`config.mk`:
```
export PLATFORM = sky130hd
export DESIGN_NAME = slab_hit_reducer_flat
export DESIGN_NICKNAME = d
export VERILOG_FILES = /design/src/rtl/slab_hit_reducer_pkg.sv /design/src/rtl/slab_hit_reducer_if.sv /design/src/rtl/slab_hit_reducer_fp_order_lt.sv /design/src/rtl/slab_hit_reducer.sv /design/src/flat_wrapper.sv
export SDC_FILE = /design/constraint.sdc
export NUM_CORES = 1
export LEC_CHECK = 0
export CORE_UTILIZATION = 48
export DETAILED_ROUTE_END_ITERATION = 7
export PLACE_DENSITY = 0.82
export SLEW_MARGIN = 15
export SYNTH_ARGS = -nofsm -noshare
export SYNTH_HDL_FRONTEND = slang
export SYNTH_SLANG_ARGS = --single-unit
```
`constraint.sdc`:
```
create_clock -name clk -period 2.3 [get_ports clk]
set_input_delay 0.46 -clock clk [delete_from_list [all_inputs] [get_ports clk]]
set_output_delay 0.46 -clock clk [all_outputs]
set_load 0.05 [all_outputs]
```
`src/rtl/slab_hit_reducer_pkg.sv`:
```
// slab_hit_reducer shared types and field layout.
// FloPoCo word: {exc[1:0], sign, exponent||fraction}.
package slab_hit_reducer_pkg;

  localparam int DEF_WIDTH = 14;
  localparam int DEF_AXES  = 3;

  // Field positions as offsets below the word MSB
  localparam int EXC_LO_OFS = 1;
  localparam int SGN_OFS    = 2;
  localparam int MAG_OFS    = 3;

  typedef enum logic [1:0] {
    EXC_ZERO = 2'b00,
    EXC_NORM = 2'b01,
    EXC_INF  = 2'b10,
    EXC_NAN  = 2'b11
  } exc_e;

  typedef enum logic [1:0] {
    ACCUM  = 2'd0,
    DECIDE = 2'd1,
    OUT    = 2'd2
  } state_e;

endpackage

```
`src/rtl/slab_hit_reducer_if.sv`:
```
// Axis-beat input and result output handshakes
// for the slab hit reducer.
interface slab_hit_reducer_if
  import slab_hit_reducer_pkg::*;
#(
  parameter int width = DEF_WIDTH
) ();

  logic             in_valid;
  logic             in_ready;
  logic [width:0]   t_near;
  logic [width:0]   t_far;
  logic             out_valid;
  logic             out_ready;
  logic             hit;
  logic [width:0]   t_enter;
  logic [width:0]   t_exit;

  modport master (
    output in_valid,
    output t_near,
    output t_far,
    output out_ready,
    input  in_ready,
    input  out_valid,
    input  hit,
    input  t_enter,
    input  t_exit
  );

  modport slave (
    input  in_valid,
    input  t_near,
    input  t_far,
    input  out_ready,
    output in_ready,
    output out_valid,
    output hit,
    output t_enter,
    output t_exit
  );

endinterface

```
`src/rtl/slab_hit_reducer_fp_order_lt.sv`:
```
// Strict less-than on FloPoCo words; NaN on
// either side compares false, signed zeros tie.
module fp_order_lt
  import slab_hit_reducer_pkg::*;
#(
  parameter int width = DEF_WIDTH
) (
  input  logic [width:0] a,
  input  logic [width:0] b,
  output logic           lt
);

  localparam int MH = width - MAG_OFS;

  exc_e          ea;
  exc_e          eb;
  logic          sa;
  logic          sb;
  logic [MH:0]   ma;
  logic [MH:0]   mb;
  logic [2:0]    ra;
  logic [2:0]    rb;
  logic          any_nan;

  // Class rank: -inf < -norm < zero < +norm < +inf
  function automatic logic [2:0] rank(
    input exc_e e,
    input logic s
  );
    logic [2:0] r;
    r = 3'd2;
    case (e)
      EXC_NORM: r = s ? 3'd1 : 3'd3;
      EXC_INF:  r = s ? 3'd0 : 3'd4;
      default:  r = 3'd2;
    endcase
    return r;
  endfunction

  assign ea = exc_e'(a[width -: 2]);
  assign eb = exc_e'(b[width -: 2]);
  assign sa = a[width - SGN_OFS];
  assign sb = b[width - SGN_OFS];
  assign ma = a[MH:0];
  assign mb = b[MH:0];
  assign ra = rank(ea, sa);
  assign rb = rank(eb, sb);
  assign any_nan = (ea == EXC_NAN)
                 | (eb == EXC_NAN);

  always_comb begin
    lt = 1'b0;
    priority case (1'b1)
      any_nan:         lt = 1'b0;
      (ra != rb):      lt = (ra < rb);
      (ea == EXC_NORM): lt = sa ? (ma > mb)
                                : (ma < mb);
      default:         lt = 1'b0;
    endcase
  end

endmodule

```
`src/rtl/slab_hit_reducer.sv`:
```
// Reduces per-axis slab intervals to t_enter/t_exit
// and a hit flag for one ray against one AABB.
module slab_hit_reducer
  import slab_hit_reducer_pkg::*;
#(
  parameter int width = DEF_WIDTH,
  parameter int AXES  = DEF_AXES
) (
  input  logic               clk,
  input  logic               rst,
  slab_hit_reducer_if.slave  bus
);

  localparam int CW = (AXES > 1) ? $clog2(AXES) : 1;
  localparam logic [CW-1:0] LAST = CW'(AXES - 1);
  localparam logic [width:0] ZERO_W = '0;

  state_e          state_q;
  state_e          state_d;
  logic [CW-1:0]   cnt_q;
  logic [CW-1:0]   cnt_d;
  logic            nan_q;
  logic            nan_d;
  logic            hit_q;
  logic            hit_d;
  logic [width:0]  enter_q;
  logic [width:0]  enter_d;
  logic [width:0]  exit_q;
  logic [width:0]  exit_d;

  logic            near_gt;
  logic            far_lt;
  logic            exit_lt_enter;
  logic            exit_neg;
  logic            nan_in;
  logic            accept;

  fp_order_lt #(.width(width)) u_lt_enter (
    .a  (enter_q),
    .b  (bus.t_near),
    .lt (near_gt)
  );

  fp_order_lt #(.width(width)) u_lt_exit (
    .a  (bus.t_far),
    .b  (exit_q),
    .lt (far_lt)
  );

  fp_order_lt #(.width(width)) u_lt_cross (
    .a  (exit_q),
    .b  (enter_q),
    .lt (exit_lt_enter)
  );

  fp_order_lt #(.width(width)) u_lt_zero (
    .a  (exit_q),
    .b  (ZERO_W),
    .lt (exit_neg)
  );

  assign nan_in = (bus.t_near[width -: 2] == EXC_NAN)
                | (bus.t_far[width -: 2]  == EXC_NAN);
  assign accept = bus.in_valid
                & (state_q == ACCUM);

  always_comb begin
    state_d = state_q;
    cnt_d   = cnt_q;
    nan_d   = nan_q;
    hit_d   = hit_q;
    enter_d = enter_q;
    exit_d  = exit_q;
    unique case (state_q)
      ACCUM: begin
        if (accept) begin
          if (cnt_q == '0) begin
            enter_d = bus.t_near;
            exit_d  = bus.t_far;
            nan_d   = nan_in;
          end else begin
            if (near_gt) enter_d = bus.t_near;
            if (far_lt)  exit_d  = bus.t_far;
            nan_d = nan_q | nan_in;
          end
          if (cnt_q == LAST) begin
            cnt_d   = '0;
            state_d = DECIDE;
          end else begin
            cnt_d = cnt_q + CW'(1);
          end
        end
      end
      DECIDE: begin
        hit_d   = ~nan_q & ~exit_lt_enter & ~exit_neg;
        state_d = OUT;
      end
      OUT: begin
        if (bus.out_ready) state_d = ACCUM;
      end
      default: state_d = ACCUM;
    endcase
  end

  always_ff @(posedge clk or posedge rst) begin
    if (rst) begin
      state_q <= ACCUM;
      cnt_q   <= '0;
      nan_q   <= 1'b0;
      hit_q   <= 1'b0;
      enter_q <= '0;
      exit_q  <= '0;
    end else begin
      state_q <= state_d;
      cnt_q   <= cnt_d;
      nan_q   <= nan_d;
      hit_q   <= hit_d;
      enter_q <= enter_d;
      exit_q  <= exit_d;
    end
  end

  assign bus.in_ready  = (state_q == ACCUM);
  assign bus.out_valid = (state_q == OUT);
  assign bus.hit       = hit_q;
  assign bus.t_enter   = enter_q;
  assign bus.t_exit    = exit_q;

endmodule
```
`src/flat_wrapper.sv`:
```
// flat-port wrapper written by rule: the top's interface ports become plain ports
module slab_hit_reducer_flat import slab_hit_reducer_pkg::*;
#(
  parameter int width = DEF_WIDTH,
  parameter int AXES  = DEF_AXES
)
  (clk, rst, bus_in_valid, bus_t_near, bus_t_far, bus_out_ready, bus_in_ready, bus_out_valid, bus_hit, bus_t_enter, bus_t_exit);
  slab_hit_reducer_if #(.width(width)) bus_i ();
  input  logic clk;
  input  logic rst;
  input wire logic [$bits(bus_i.in_valid)-1:0] bus_in_valid;
  input wire logic [$bits(bus_i.t_near)-1:0] bus_t_near;
  input wire logic [$bits(bus_i.t_far)-1:0] bus_t_far;
  input wire logic [$bits(bus_i.out_ready)-1:0] bus_out_ready;
  output wire logic [$bits(bus_i.in_ready)-1:0] bus_in_ready;
  output wire logic [$bits(bus_i.out_valid)-1:0] bus_out_valid;
  output wire logic [$bits(bus_i.hit)-1:0] bus_hit;
  output wire logic [$bits(bus_i.t_enter)-1:0] bus_t_enter;
  output wire logic [$bits(bus_i.t_exit)-1:0] bus_t_exit;
  assign bus_i.in_valid = bus_in_valid;
  assign bus_i.t_near = bus_t_near;
  assign bus_i.t_far = bus_t_far;
  assign bus_i.out_ready = bus_out_ready;
  assign bus_in_ready = bus_i.in_ready;
  assign bus_out_valid = bus_i.out_valid;
  assign bus_hit = bus_i.hit;
  assign bus_t_enter = bus_i.t_enter;
  assign bus_t_exit = bus_i.t_exit;
  slab_hit_reducer #(.width(width), .AXES(AXES)) u_core (.clk(clk), .rst(rst), .bus(bus_i));
endmodule
```
; ---- Word level (Yosys, flattened, before mapping)
; Cells that the tools add are included.
[op_classes]
add_sub_neg = 1
n_lt_le_gt_ge = 12
eq_ne = 22
mux = 38
bitwise = 11
reduce_logical = 8
[ops]
columns = op, count
row1 = 15-bit two-way mux, 4
row2 = 12-bit greater-than comparator, 3
row3 = 12-bit less-than comparator, 3
row4 = 3-bit one-hot mux with 2 select lines, 4
row5 = "2-bit equality test, second input constant", 10
row6 = 1-bit two-way mux, 17
row7 = 2-bit two-way mux, 8
row8 = "12-bit by 1-bit greater-than comparator with 1-bit output, second input constant", 1
row9 = "12-bit by 1-bit less-than comparator with 1-bit output, second input constant", 1
row10 = 3-bit two-way mux, 4
row11 = "2-bit by 1-bit equality test with 1-bit output, second input constant", 5
row12 = 3-bit less-than comparator, 3
row13 = 3-bit inequality test, 3
row14 = 3-bit AND reduction, 3
row15 = 2-bit one-hot mux with 3 select lines, 1
row16 = 1-bit OR, 5
row17 = 2-bit zero test, 2
row18 = "2-bit by 1-bit inequality test with 1-bit output, second input constant", 2
row19 = 2-bit nonzero test, 2
row20 = 1-bit bitwise AND, 3
row21 = "3-bit by 2-bit less-than comparator with 1-bit output, second input constant", 1
row22 = "3-bit by 2-bit inequality test with 1-bit output, second input constant", 1
row23 = 1-bit NOT, 3
row24 = "2-bit by 1-bit adder with 2-bit output, second input constant", 1
row25 = 2 further kinds, 2
[totals]
register_bits = 36
in_bits = 34
out_inout_bits = 33
elab_cells = 98

; ---- Depth between registers and ports, before layout
[logic_depth]
word_depth = 8
depth_mapped = 11
depth_no_buf = 10

; ---- Cells and area by module
; A second synthesis with hierarchy kept.
[hier_totals]
hier_cells = 353
area_unflattened_um2 = 3244.4
[modules_own_cells]
columns = mod, instances, cells_per_inst, area_each_um2, seq_area_each_um2
row1 = slab_hit_reducer, 1, 91, 1403.8, 900.9
row2 = fp_order_lt (u_core.u_lt_cross ...), 3, 66, 460.4, 0.0
row3 = fp_order_lt (u_core.u_lt_exit), 1, 64, 459.2, 0.0

; ---- Worst setup path after synthesis
; OpenSTA, ideal clock, no wires.
[synth_path]
path_kind = flip-flop to flip-flop
start = register u_core.exit_q[14] (netlist: u_core.bus.t_exit[14])
end = register u_core.exit_q[0] (netlist: u_core.bus.t_exit[0])
setup_ns = 0.104
t_arrival_ns = 2.615
t_required_ns = 2.196
path_slack_ns = -0.419
path_stages_with_launch = 12
path_buffers = 1
synth_period_minus_slack_ns = 2.719
cell_sequence = dfrtp_1 > inv_1 > ha_1 > mux2i_1 > inv_1 > ha_1 > nand4_1 > nor3b_1 > a21o_1 > or3_4 > buf_6 > o311ai_1
[synth_between]
elab_chain_len = 7
elab_cells_between_ends = 11
classes_between = 1 x order compare / 4 x eq/ne / 3 x mux / 1 x bitwise / 2 x reduce/logical
[synth_lines]
columns = element, line
row1 = "start, declared", slab_hit_reducer.sv:28  ; logic [width:0] exit_q;
row2 = "start signal, assigned", slab_hit_reducer.sv:119  ; exit_q <= exit_d;
row3 = 2-bit equality test or 2-bit by 1-bit equality test with 1-bit output (tied branches), slab_hit_reducer_fp_order_lt.sv:32  ; case (e)
row4 = 3-bit one-hot mux with 2 select lines, slab_hit_reducer_fp_order_lt.sv:32
row5 = 3-bit less-than comparator or 3-bit inequality test (tied branches), slab_hit_reducer_fp_order_lt.sv:55  ; (ra != rb): lt = (ra < rb);
row6 = 1-bit two-way mux, slab_hit_reducer_fp_order_lt.sv:53  ; priority case (1'b1)
row7 = 1-bit two-way mux (*), slab_hit_reducer_fp_order_lt.sv:53
row8 = 2-bit nonzero test (no line) (*), -
row9 = 3-bit AND reduction (no line) (*), -
; Mark *: on every way between the ends. The rest lies on a longest branch, timed or not.
; A chain may end at the register's enable or synchronous reset.

; ---- Worst setup path after layout
; Ends and elaborated chain as after synthesis.

==> impl_metrics.csv <==
group,metric,value,unit
logic_synthesis,synth_seq_area_share,26.34,%
drt,routed-via-count,4099,
drt,dr.first_iter.drc_count,328,
floorplanning,initial_core_util,50.07,%
timing,timing_max_transition_violations_final,0,
grt,grt_max_degree,84,
floorplanning,std_cell_rows,30,
worst_setup_path,cp.arrival,2.78,ns
placement,gpl.final_weighted_congestion,0.8451,
worst_setup_path,critical_path.reg2reg.startpoint,"u_core.bus.t_exit[14]$_DFFE_PP0P_",
worst_setup_path,crit_start,"u_core.bus.t_exit[14]$_DFFE_PP0P_",
run,max-cap-violations,0,
clock_network,numClockSinks,36,
final_layout,antenna_cells_inserted,0,
timing,minimum_hold_slack,0.5316,ns
worst_setup_path,setup.worst_path.start_class,"flip-flop",
drt,totalWireLength,12.66,mm
placement,place_hpwl,7.937,mm
grt,grt_pass1_vias,4158,
worst_setup_path,critical_path_required,2.50,ns
clock_network,tritoncts_clock_tree,"done",
worst_setup_path,timing.setup.critical_path_class,"reg2reg",
drt,route.detailed.vias_per_inst,6.306,
floorplanning,total_die_area,0.007468,mm²
grt,grt_antenna_before_repair,0,
timing,setup_violations,27,
clock_network,worstSkewPairLatency,0.30,ns
clock_network,cts_inserted_buffers,5,
worst_setup_path,critPathSlowestCell,"sky130_fd_sc_hd__dfrtp_2",
worst_setup_path,cells_traversed_along_the_worst_timing_path,"inv_2 -> ha_4 -> mux2i_2 -> inv_1 -> ha_4 -> a21o_1 -> a21oi_2 -> a21o_1 -> buf_6 -> or3_4 -> o311ai_1",
placement,placed_cell_area,0.004847,mm²
final_layout,final_nets,635,
clock_network,worst_setup_hold_path_clk_slew,0.08,ns
outcome,failed_checks,"setup timing",
floorplanning,dieHeight,86.42,µm
timing,min_period_over_period,112.3,%
grt,total_grt_overflow,0,
worst_setup_path,critPathMaxStageDelay,0.43,ns
floorplanning,top_level_ports,67,
timing,relSlewSlack,66.50,%
logic_synthesis,post_synth_inst_count,405,
worst_setup_path,timing.critical_path.max_delay_family,"compound AO/OA/AOI/OAI gates",
logic_synthesis,synth.yosys.warnings,0,
timing,fin_tns_setup,-3.582,ns
clock_network,count_of_hold_buffers_inserted_by_post_cts_repair,0,
final_layout,multi_input_comb_area,0.002800,mm²
hold_path,hold_path_class,"reg2reg",
final_layout,area_growth,63.57,%
logic_synthesis,synth-seq-cells,36,
placement,dpl_worst_slack,-0.7005,ns
drt,drt_drc_violations_left,0,
final_layout,seqCellArea,915.9,µm²
drt,detail-route-antenna-nets,0,
timing,final-hold-violation-count,0,
worst_setup_path,critPathCaptureType,"flip-flop",
drt,routedWlPerCell,19.48,µm
logic_synthesis,synth_nets,487,
timing,postLayoutSetupSlackWorst,-0.2840,ns
worst_setup_path,timing.critical_path.buf_inv,3,
clock_network,root_buffer,"sky130_fd_sc_hd__clkbuf_8",
floorplanning,floorplan.die.width,86.42,µm
final_layout,finalInstanceArea,0.005595,mm²
timing,final_period_minus_worst_setup_slack,2.584,ns
hold_path,min-delay-start,"u_core.nan_q$_DFFE_PP0P_",
timing,post_route_skew,0.004105,ns
logic_synthesis,syn_area_per_cell,8.446,µm²
outcome,run_status,"finished, violations left",
grt,grt_first_pass_wirelength,19.42,mm
clock_network,clock_tree.htree_level_count,2,
drt,drt_first_pass_iters,5,
final_layout,n_fill_cell,406,
worst_setup_path,worstPathMaxFanout,7,
floorplanning,core_area,0.006832,mm²
power,total_power,8912,µW
logic_synthesis,mappedNetlistArea,0.003421,mm²
logic_synthesis,synth.lib_cells_used.distinct,47,
grt,grt_util_all_layers,33.17,%
timing,worst-slew-pin-transition,0.5010,ns
power,ir_worst_vdd,0.9137,mV
timing,fmaxAchievable,0.3870,GHz
final_layout,share_of_layout_cells_above_drive_strength_1,37.18,%
power,power.static_leakage,0.002451,µW
clock_network,ctsLongestPathBuffers,2,
timing,unrepaired_setup_endpoints_after_global_routing,"yes",
power,pwr_density_cell,1593,mW/mm²
placement,port_buffers,66,
[layer usage]
layer	global-route usage [%]	wire [µm]	vias to the layer above	part of all wire, %
li1	-	-	1858	-
met1	37.56	4805	1946	38
met2	60.68	6537	228	52
met3	5.238	802	67	6.3
met4	15.91	514	0	4.1
met5	0	0	-	0
[what timing repair did]
item | 4_1_cts | 5_1_grt
setup buffers | 6 | 4
setup endpoints to repair | 30 | 31
cloned | 5 | 0
gates resized for setup | 117 | 40
pin swaps | 39 | 23
[final timing paths]
| check | to | cells after the start | slack (ns) |
|---|---|---|---|
| worst max register to register | u_core.bus.t_exit[0]$_DFFE_PP0P_ | 11 | -0.28 |
| min in group asynchronous | u_core.cnt_q[1]$_DFFE_PP0P_ | 3 | 0.57 |
| max in group asynchronous | u_core.bus.t_exit[7]$_DFFE_PP0P_ | 3 | 1.36 |
| worst min register to register | u_core.nan_q$_DFFE_PP0P_ | 2 | 0.53 |
| worst min-delay path | u_core.nan_q$_DFFE_PP0P_ | 2 | 0.53 |
| worst max-delay path | u_core.bus.t_exit[0]$_DFFE_PP0P_ | 11 | -0.28 |
[cells by family after synthesis]
family / after synthesis / synth area share [%]
AOI/OAI and AO/OA: 140 / 29.55
adders and majority gates: 48 / 17.56
buffers and inverters: 77 / 9.107
DFF: 36 / 26.33
muxes: 1 / 0.2926
and+or+nand+nor: 103 / 17.15
[through the flow]
step	cells	util, %
6_report	650	81.90
5_1_grt	650	81.90
4_1_cts	647	78.33
3_5_place_dp	628	70.95
3_3_place_gp	628	70.95
2_1_floorplan	405	-
[worst register-to-register path: stages (launching register included)]
cell	delay [ns]
sky130_fd_sc_hd__dfrtp_2	0.43
sky130_fd_sc_hd__inv_2	0.08
sky130_fd_sc_hd__ha_4	0.14
sky130_fd_sc_hd__mux2i_2	0.25
sky130_fd_sc_hd__inv_1	0.11
sky130_fd_sc_hd__ha_4	0.28
sky130_fd_sc_hd__a21o_1	0.14
sky130_fd_sc_hd__a21oi_2	0.07
sky130_fd_sc_hd__a21o_1	0.19
sky130_fd_sc_hd__buf_6	0.13
sky130_fd_sc_hd__or3_4	0.39
sky130_fd_sc_hd__o311ai_1	0.26
[sequential cells by signal (all words and copies together) (netlist names)]
name                flops
u_core.bus.t_enter     15
u_core.bus.t_exit      15
u_core.cnt_q            2
u_core.state_q          2
u_core.bus.hit          1
u_core.nan_q            1
[cells in the final DEF, fill, tap and decap left out, drive strengths merged, types with 2 or more instances in the layout]
cell and count:
dlygate4sd2 23, or3 6, o21a 3, a22oi 2, nor2b 9, dlymetal6s2s 2
nand2 14, o211ai 5, a21oi 46, dfrtp 36, nor3 31, buf 100
ha 48, nand4 12, o311ai 55, clkbuf 8, nor2 8, and3 4
o21ai 8, a211oi 4, nor3b 2, nand2b 7, a21o 9, inv 51
clkdlybuf4s50 38, nand3 6
[layout make-up]
class / instances / share of cell area (%)
Inverter: 51 / 3.421
Clock inverter: 1 / 0.5367
Clock buffer: 7 / 1.722
Tap cell: 96 / 2.147
Sequential cell: 36 / 16.37
Timing Repair Buffer: 165 / 25.76
Multi-Input combinational cell: 294 / 50.04
[synth_stat cells, drive strengths merged]
cell type,n,area (µm²)
nand2,14,52.55
nor3,31,155.2
nor2,8,30.03
a311o,1,10.01
or4b,1,10.01
or3,4,35.03
nor4,1,6.260
a211o,1,8.760
o21ai,8,43.79
a221oi,1,15.01
a22oi,2,15.01
and4,1,11.26
nor4b,1,8.760
mux2i,1,10.01
o31a,1,8.760
a211oi,4,30.03
nor3b,2,15.01
a21oi,46,234.0
dfrtp,36,900.9
o311ai,55,481.7
a21o,9,67.56
o311a,1,10.01
a41oi,1,8.760
o21a,3,22.52
buf,9,55.04
nand2b,7,43.79
o211ai,5,37.54
a221o,1,10.01
a21boi,1,7.510
ha,48,600.6
and3,4,25.02
nor2b,9,63.81
clkbuf,17,65.06
and4bb,1,16.27
nand4,12,75.07
inv,51,191.4
nand3,6,30.03
or3b,1,8.760
[where the power goes]
group,internal [µW],switching (µW),total (µW)
sequential,982,311,1290
clock,383,260,643
combinational,2930,4040,6980
Note: power is estimated with default switching activity, not from simulation.
